--- config.mk ---
export PLATFORM = sky130hd
export DESIGN_NAME = transform_hidx_gen_flat
export DESIGN_NICKNAME = d
export VERILOG_FILES = /design/src/rtl/transform_hidx_gen_if.sv /design/src/rtl/transform_hidx_gen.sv /design/src/flat_wrapper.sv
export SDC_FILE = /design/constraint.sdc
export NUM_CORES = 1
export LEC_CHECK = 0
export BUFFER_PORTS_ARGS = -buffer_cell sky130_fd_sc_hd__buf_2
export CAP_MARGIN = 20
export CORE_MARGIN = 2
export CORE_UTILIZATION = 55
export CTS_CLUSTER_SIZE = 14
export DETAILED_ROUTE_END_ITERATION = 16
export PLACE_DENSITY = 0.88
export SETUP_SLACK_MARGIN = 0.05
export SYNTH_ARGS = -nofsm -noshare
export SYNTH_HDL_FRONTEND = slang
export SYNTH_SLANG_ARGS = --single-unit
--- constraint.sdc ---
create_clock -name I_clk -period 7.5 [get_ports I_clk]
set_clock_uncertainty 0.15 [all_clocks]
set_input_delay 0.75 -clock I_clk [delete_from_list [all_inputs] [get_ports I_clk]]
set_output_delay 0.75 -clock I_clk [all_outputs]
set_load 0.1 [all_outputs]
--- src/rtl/transform_hidx_gen_if.sv ---
// Layer-control and line-fetch signals of the input-row index generator.
// Master drives configuration/handshake inputs; slave is the generator itself.
interface transform_hidx_gen_if #(
    parameter int C_W_WIDTH = 10,
    parameter int C_KWIDTH  = 4,
    parameter int C_SWIDTH  = 2,
    parameter int C_PWIDTH  = 2,
    parameter int C_DWIDTH  = 2
) ();
    logic                        I_ap_start;
    logic                        I_hcnt_flag;
    logic [C_W_WIDTH-1:0]        I_oheight;
    logic [C_W_WIDTH-1:0]        I_iheight;
    logic [C_KWIDTH-1:0]         I_kernel_h;
    logic [C_SWIDTH-1:0]         I_stride_h;
    logic [C_PWIDTH-1:0]         I_pad_h;
    logic [C_DWIDTH-1:0]         I_dilation_h;
    logic [C_W_WIDTH-1:0]        O_oh;
    logic [C_W_WIDTH-1:0]        O_h;
    logic [C_KWIDTH-1:0]         O_kh;
    logic signed [C_W_WIDTH:0]   O_hindex;
    logic                        O_hvalid;
    logic                        O_compute_en;
    logic                        O_first_line;
    logic                        O_last_line;
    logic                        O_done;

    modport master (
        output I_ap_start, I_hcnt_flag, I_oheight, I_iheight, I_kernel_h,
               I_stride_h, I_pad_h, I_dilation_h,
        input  O_oh, O_h, O_kh, O_hindex, O_hvalid, O_compute_en,
               O_first_line, O_last_line, O_done
    );

    modport slave (
        input  I_ap_start, I_hcnt_flag, I_oheight, I_iheight, I_kernel_h,
               I_stride_h, I_pad_h, I_dilation_h,
        output O_oh, O_h, O_kh, O_hindex, O_hvalid, O_compute_en,
               O_first_line, O_last_line, O_done
    );
endinterface

--- src/rtl/transform_hidx_gen.sv ---
// Walks output rows and kernel rows of one layer, producing the signed input row index.
// Optional macro TRANSFORM_HIDX_DILATION_EN enables a latched vertical dilation step.
module transform_hidx_gen #(
    parameter int C_W_WIDTH = 10,
    parameter int C_KWIDTH  = 4,
    parameter int C_SWIDTH  = 2,
    parameter int C_PWIDTH  = 2,
    parameter int C_DWIDTH  = 2
) (
    input  logic                 I_clk,
    input  logic                 I_rst,
    transform_hidx_gen_if.slave  bus
);
    localparam int HW = C_W_WIDTH + 1;

    typedef enum logic [1:0] {IDLE, RUN, DONE} state_t;

    state_t                state;
    state_t                state_next;

    logic                  start_prev;
    logic                  start_edge;
    logic                  accept;
    logic                  empty_layer;

    logic [C_W_WIDTH-1:0]  oheight_r;
    logic [C_W_WIDTH-1:0]  iheight_r;
    logic [C_KWIDTH-1:0]   kernel_r;
    logic [C_SWIDTH-1:0]   stride_r;
    logic [C_PWIDTH-1:0]   pad_r;

    logic [C_W_WIDTH-1:0]  oh;
    logic [C_W_WIDTH-1:0]  h;
    logic [C_KWIDTH-1:0]   kh;
    logic [HW-1:0]         hindex;

    logic [C_W_WIDTH-1:0]  dil_step;
    logic [C_W_WIDTH-1:0]  h_next;
    logic                  kh_last;
    logic                  oh_last;
    logic                  hvalid;
    logic                  step;

    assign start_edge  = bus.I_ap_start & ~start_prev;
    assign accept      = (state == IDLE) & start_edge;
    assign empty_layer = (bus.I_oheight == '0) | (bus.I_kernel_h == '0);

    assign kh_last = (kh == kernel_r - C_KWIDTH'(1));
    assign oh_last = (oh == oheight_r - C_W_WIDTH'(1));
    assign h_next  = h + C_W_WIDTH'(stride_r);

    // Padded rows (negative or past the bottom) never wait for the PE.
    assign hvalid = (state == RUN) & ~hindex[HW-1] & (hindex[C_W_WIDTH-1:0] < iheight_r);
    assign step   = (state == RUN) & (~hvalid | bus.I_hcnt_flag);

`ifdef TRANSFORM_HIDX_DILATION_EN
    logic [C_DWIDTH-1:0]   dil_r;

    always_ff @(posedge I_clk or posedge I_rst) begin
        if (I_rst) begin
            dil_r <= '0;
        end else if (accept) begin
            dil_r <= (bus.I_dilation_h == '0) ? C_DWIDTH'(1) : bus.I_dilation_h;
        end
    end

    assign dil_step = C_W_WIDTH'(dil_r);
`else
    logic                  unused_dilation;

    assign unused_dilation = ^bus.I_dilation_h;
    assign dil_step        = C_W_WIDTH'(1);
`endif

    always_ff @(posedge I_clk or posedge I_rst) begin
        if (I_rst) begin
            state <= IDLE;
        end else begin
            state <= state_next;
        end
    end

    always_comb begin
        state_next = state;
        case (state)
            IDLE: begin
                if (accept) begin
                    state_next = empty_layer ? DONE : RUN;
                end
            end
            RUN: begin
                if (step & kh_last & oh_last) begin
                    state_next = DONE;
                end
            end
            DONE:    state_next = IDLE;
            default: state_next = IDLE;
        endcase
    end

    // Configuration is captured only on an accepted start; counters step incrementally.
    always_ff @(posedge I_clk or posedge I_rst) begin
        if (I_rst) begin
            start_prev <= 1'b0;
            oheight_r  <= '0;
            iheight_r  <= '0;
            kernel_r   <= '0;
            stride_r   <= '0;
            pad_r      <= '0;
            oh         <= '0;
            h          <= '0;
            kh         <= '0;
            hindex     <= '0;
        end else begin
            start_prev <= bus.I_ap_start;
            if (accept) begin
                oheight_r <= bus.I_oheight;
                iheight_r <= bus.I_iheight;
                kernel_r  <= bus.I_kernel_h;
                stride_r  <= (bus.I_stride_h == '0) ? C_SWIDTH'(1) : bus.I_stride_h;
                pad_r     <= bus.I_pad_h;
                oh        <= '0;
                h         <= '0;
                kh        <= '0;
                hindex    <= empty_layer ? '0 : (HW'(0) - HW'(bus.I_pad_h));
            end else if (step) begin
                if (kh_last) begin
                    kh <= '0;
                    if (oh_last) begin
                        oh     <= '0;
                        h      <= '0;
                        hindex <= '0;
                    end else begin
                        oh     <= oh + C_W_WIDTH'(1);
                        h      <= h_next;
                        hindex <= {1'b0, h_next} - HW'(pad_r);
                    end
                end else begin
                    kh     <= kh + C_KWIDTH'(1);
                    hindex <= hindex + HW'(dil_step);
                end
            end
        end
    end

    assign bus.O_oh         = oh;
    assign bus.O_h          = h;
    assign bus.O_kh         = kh;
    assign bus.O_hindex     = hindex;
    assign bus.O_hvalid     = hvalid;
    assign bus.O_compute_en = (state == RUN);
    assign bus.O_first_line = (state == RUN) & (oh == '0);
    assign bus.O_last_line  = (state == RUN) & oh_last;
    assign bus.O_done       = (state == DONE);
endmodule

--- src/flat_wrapper.sv ---
// flat-port wrapper written by rule: the top's interface ports become plain ports
module transform_hidx_gen_flat 
#(
    parameter int C_W_WIDTH = 10,
    parameter int C_KWIDTH  = 4,
    parameter int C_SWIDTH  = 2,
    parameter int C_PWIDTH  = 2,
    parameter int C_DWIDTH  = 2
)
  (I_clk, I_rst, bus_I_ap_start, bus_I_hcnt_flag, bus_I_oheight, bus_I_iheight, bus_I_kernel_h, bus_I_stride_h, bus_I_pad_h, bus_I_dilation_h, bus_O_oh, bus_O_h, bus_O_kh, bus_O_hindex, bus_O_hvalid, bus_O_compute_en, bus_O_first_line, bus_O_last_line, bus_O_done);
  transform_hidx_gen_if #(.C_W_WIDTH(C_W_WIDTH), .C_KWIDTH(C_KWIDTH), .C_SWIDTH(C_SWIDTH), .C_PWIDTH(C_PWIDTH), .C_DWIDTH(C_DWIDTH)) bus_i ();
  input  logic I_clk;
  input  logic I_rst;
  input wire logic [$bits(bus_i.I_ap_start)-1:0] bus_I_ap_start;
  input wire logic [$bits(bus_i.I_hcnt_flag)-1:0] bus_I_hcnt_flag;
  input wire logic [$bits(bus_i.I_oheight)-1:0] bus_I_oheight;
  input wire logic [$bits(bus_i.I_iheight)-1:0] bus_I_iheight;
  input wire logic [$bits(bus_i.I_kernel_h)-1:0] bus_I_kernel_h;
  input wire logic [$bits(bus_i.I_stride_h)-1:0] bus_I_stride_h;
  input wire logic [$bits(bus_i.I_pad_h)-1:0] bus_I_pad_h;
  input wire logic [$bits(bus_i.I_dilation_h)-1:0] bus_I_dilation_h;
  output wire logic [$bits(bus_i.O_oh)-1:0] bus_O_oh;
  output wire logic [$bits(bus_i.O_h)-1:0] bus_O_h;
  output wire logic [$bits(bus_i.O_kh)-1:0] bus_O_kh;
  output wire logic [$bits(bus_i.O_hindex)-1:0] bus_O_hindex;
  output wire logic [$bits(bus_i.O_hvalid)-1:0] bus_O_hvalid;
  output wire logic [$bits(bus_i.O_compute_en)-1:0] bus_O_compute_en;
  output wire logic [$bits(bus_i.O_first_line)-1:0] bus_O_first_line;
  output wire logic [$bits(bus_i.O_last_line)-1:0] bus_O_last_line;
  output wire logic [$bits(bus_i.O_done)-1:0] bus_O_done;
  assign bus_i.I_ap_start = bus_I_ap_start;
  assign bus_i.I_hcnt_flag = bus_I_hcnt_flag;
  assign bus_i.I_oheight = bus_I_oheight;
  assign bus_i.I_iheight = bus_I_iheight;
  assign bus_i.I_kernel_h = bus_I_kernel_h;
  assign bus_i.I_stride_h = bus_I_stride_h;
  assign bus_i.I_pad_h = bus_I_pad_h;
  assign bus_i.I_dilation_h = bus_I_dilation_h;
  assign bus_O_oh = bus_i.O_oh;
  assign bus_O_h = bus_i.O_h;
  assign bus_O_kh = bus_i.O_kh;
  assign bus_O_hindex = bus_i.O_hindex;
  assign bus_O_hvalid = bus_i.O_hvalid;
  assign bus_O_compute_en = bus_i.O_compute_en;
  assign bus_O_first_line = bus_i.O_first_line;
  assign bus_O_last_line = bus_i.O_last_line;
  assign bus_O_done = bus_i.O_done;
  transform_hidx_gen #(.C_W_WIDTH(C_W_WIDTH), .C_KWIDTH(C_KWIDTH), .C_SWIDTH(C_SWIDTH), .C_PWIDTH(C_PWIDTH), .C_DWIDTH(C_DWIDTH)) u_core (.I_clk(I_clk), .I_rst(I_rst), .bus(bus_i));
endmodule
==> flow_summary_export.csv <==
group,metric,value,unit
layout,fin_area,5032,um^2
floorplanning,row_count,32,
synth,yosys.area_share.simple,24.32,%
global_routing,antenna_found_initial,0,
cts,cts_max_path_buffers,2,
placed_design,numPortBuffers,71,
layout,diodes,0,
synth,synth_most_common_cell,"nand2_1",
floorplanning,die_h,94.11,um
synth,synth.avg_cell_area,8.671,um^2
cts,tritoncts,"done",
global_routing,grt_start_max_net_pins,67,
synth,async_reset_ff_share,100.0,%
detailed_routing,drt_wl_total,10950,um
synth,syn-num-nets,572,
floorplanning,ios,74,
floorplanning,die_area,8856,um^2
global_routing,grt_pass1_wl,17840,um
cts,ctsHoldBuffers,0,
placed_design,dp.cells,659,
cts,cts.sinks,66,
detailed_routing,first_iter_violations,254,
setup_path,slowest_delay,0.70,ns
synth,synth_seq_cells,66,
detailed_routing,routedWlPerCell,16.20,um
synth,netlist_instances,515,
run,drv_cap,0,
synth,synth.mux.area_fraction,2.073,%
synth,ys_seq_area_share,36.99,%
setup_path,end_kind,"primary output",
global_routing,grt_use_met3,5.618,%
timing,setup_tns,0,ns
setup_path,crit_arrival,3.34,ns
synth,synth_commonest_cells,"nand2_1 (85), dfrtp_1 (66), o21ai_0 (37)",
detailed_routing,via_count,4071,
cts,cts_inserted_buffers,9,
cts,htree_num_levels,3,
setup_path,cp-start-kind,"flop",
synth,synth_flop_cell,"dfrtp_1",
placed_design,gp_congestion,0.9383,
floorplanning,fp.dieW,94.11,um
global_routing,grt_use_total,25.42,%
setup_path,critPathRequiredTime,6.60,ns
setup_path,path_max_fanout,21,
synth,synth_compound_area_share,17.20,%
setup_path,crit_type,"flop to primary output",
run_status,status,"finished, final reports clean",
layout,stdcell_count,676,
timing,fin_crit_sh,56.51,%
timing,relSlewSlack,33.76,%
floorplanning,fp.coreArea,7807,um^2
synth,syn-cell-area,4466,um^2
timing,setup_viol,0,
cts,cts_resized,0,
global_routing,grt_pass1_vias,3848,
synth,synth_top_cell_by_area,"dfrtp_1",
global_routing,met2_usage,43.63,%
timing,fmax,0.2359,GHz
global_routing,grt_overflow,0,
layout,layout-drive-gt1-share,19.16,%
cts,clk_pin_slew,0.08,ns
synth,ys_top_cells_by_area,"dfrtp_1 (37%), nand2_1 (7.1%), ha_1 (5.9%), o21ai_0 (4.1%), xnor2_1 (3.7%)",
timing,slew_viol_final,0,
synth,synth_edf_count,0,
detailed_routing,first_pass_iters,7,
detailed_routing,route.detailed.drc,0,
placed_design,hpwlAfterDp,7726,um
synth,synth_top_family_by_area,"simple AND/OR/NAND/NOR gates",
detailed_routing,vias_per_cell,6.022,
timing,worst_pin_slew,0.9937,ns
detailed_routing,ant_nets,0,
global_routing,grt.busiest_layer,"met2",
synth,yosys_warnings,0,
global_routing,use_met1,31.79,%
floorplanning,start_util,57.20,%
min_path,hold_path.class,"flop to flop",
timing,hold_viol,0,
cts,postCtsSetupBuffers,0,
layout,syn_to_final_growth,12.69,%
timing,rsz0062_at_grt,"false",
cts,cts_root_buffer,"clkbuf_8",
setup_path,slowest_stage,"and3_1",
synth,synthXorXnorAreaFrac,6.809,%
synth,ys_types,64,
timing,fin_crit,4.238,ns
cts,insertion_delay,0.35,ns
setup_path,crit_chain,"inv_1 -> ha_1 -> nor3b_2 -> xnor2_1 -> nor4b_1 -> and4_1 -> and3_1 -> and2_1 -> buf_2",
synth,yosysTopAreaCellShare,36.99,%
layout,nNetsFinal,626,
synth,synthAdderAreaFrac,6.781,%
placed_design,dpl_cell_area,4830,um^2
[state kept, by name (all words and copies together), names as in the netlist]
name	count
u_core.bus.O_hindex	11
u_core.bus.O_h	10
u_core.bus.O_oh	10
u_core.iheight_r	10
u_core.oheight_r	10
u_core.bus.O_kh	4
u_core.kernel_r	4
u_core.pad_r	2
u_core.state	2
u_core.stride_r	2
u_core.start_prev	1
[layout make-up]
cell class | instances | area, um^2
flip-flops and latches | 66 | 1652
well taps | 102 | 127.6
inverters | 28 | 105.1
repair buffers | 76 | 392.9
fillers | 650 | 2775
clock inverters | 6 | 67.56
multi-input cells | 388 | 2560
clock buffers | 10 | 127.6
[stage by stage]
step / hold slack, ns / worst slack (ns) / util (%)
2_1_floorplan: 0.2967 / 2.353 / -
3_3_place_gp: 0.3168 / 3.722 / 61.86
3_5_place_dp: 0.3429 / 3.656 / 61.86
4_1_cts: 0.3607 / 3.240 / 64.36
5_1_grt: 0.3912 / 3.071 / 64.46
6_report: 0.3678 / 3.262 / 64.46
[final timing paths]
check / start / end / slack (ns) / cells past startpoint
min in group asynchronous: I_rst / u_core.oheight_r[3] / 0.49 / 3
hold reg to reg: u_core.iheight_r[0] / u_core.iheight_r[0] / 0.37 / 2
max in group asynchronous: I_rst / u_core.bus.O_hindex[10] / 6.16 / 3
hold / removal: u_core.iheight_r[0] / u_core.iheight_r[0] / 0.37 / 2
setup reg to reg: u_core.oheight_r[0] / u_core.bus.O_oh[7] / 4.03 / 9
setup / recovery: u_core.oheight_r[0] / bus_O_last_line / 3.26 / 9
[routing by layer]
metal,up-vias,part of all wire (%)
met3,17,6.2
met1,1960,42
li1,1939,-
met5,-,0
met2,155,51
met4,0,1.1
[cells by family (layout without fill, tap and decap cells)]
group | Yosys count | in the layout
buffers and inverters | 61 | 120
AOI/OAI and AO/OA | 106 | 106
xor gates and xnor gates | 33 | 33
adders and majority gates | 23 | 23
muxes | 9 | 9
and+or+nand+nor | 217 | 217
DFF | 66 | 66
[placed cells by master, fill, tap and decap left out, types with 3 or more instances in the layout]
master,instances
dfrtp_1,66
nor4_1,10
mux2i_1,7
xnor2_1,19
nand2b_1,7
buf_4,5
nor2_1,28
nand4_1,5
a221o_1,12
nand3_1,20
and2_1,9
ha_1,21
a31oi_1,6
a21o_1,3
nor3_1,13
and3_1,10
nor4b_1,5
nand2_1,85
o31ai_1,10
a21oi_1,11
nor2b_1,5
buf_2,71
o21ai_0,37
o311ai_2,6
xor2_1,13
clkbuf_8,9
inv_1,26
[worst max-delay path: cells and delay by family, from the launching register on]
family | cells | cell delay, ns
xor+xnor | 1 | 0.10
fa+ha+maj | 1 | 0.18
buf+inv | 2 | 0.52
flops | 1 | 0.45
simple gates | 5 | 1.73
Power is left out: the tool's default activity adds up to more than one toggle a clock period on the data nets, which glitch-free logic cannot reach.
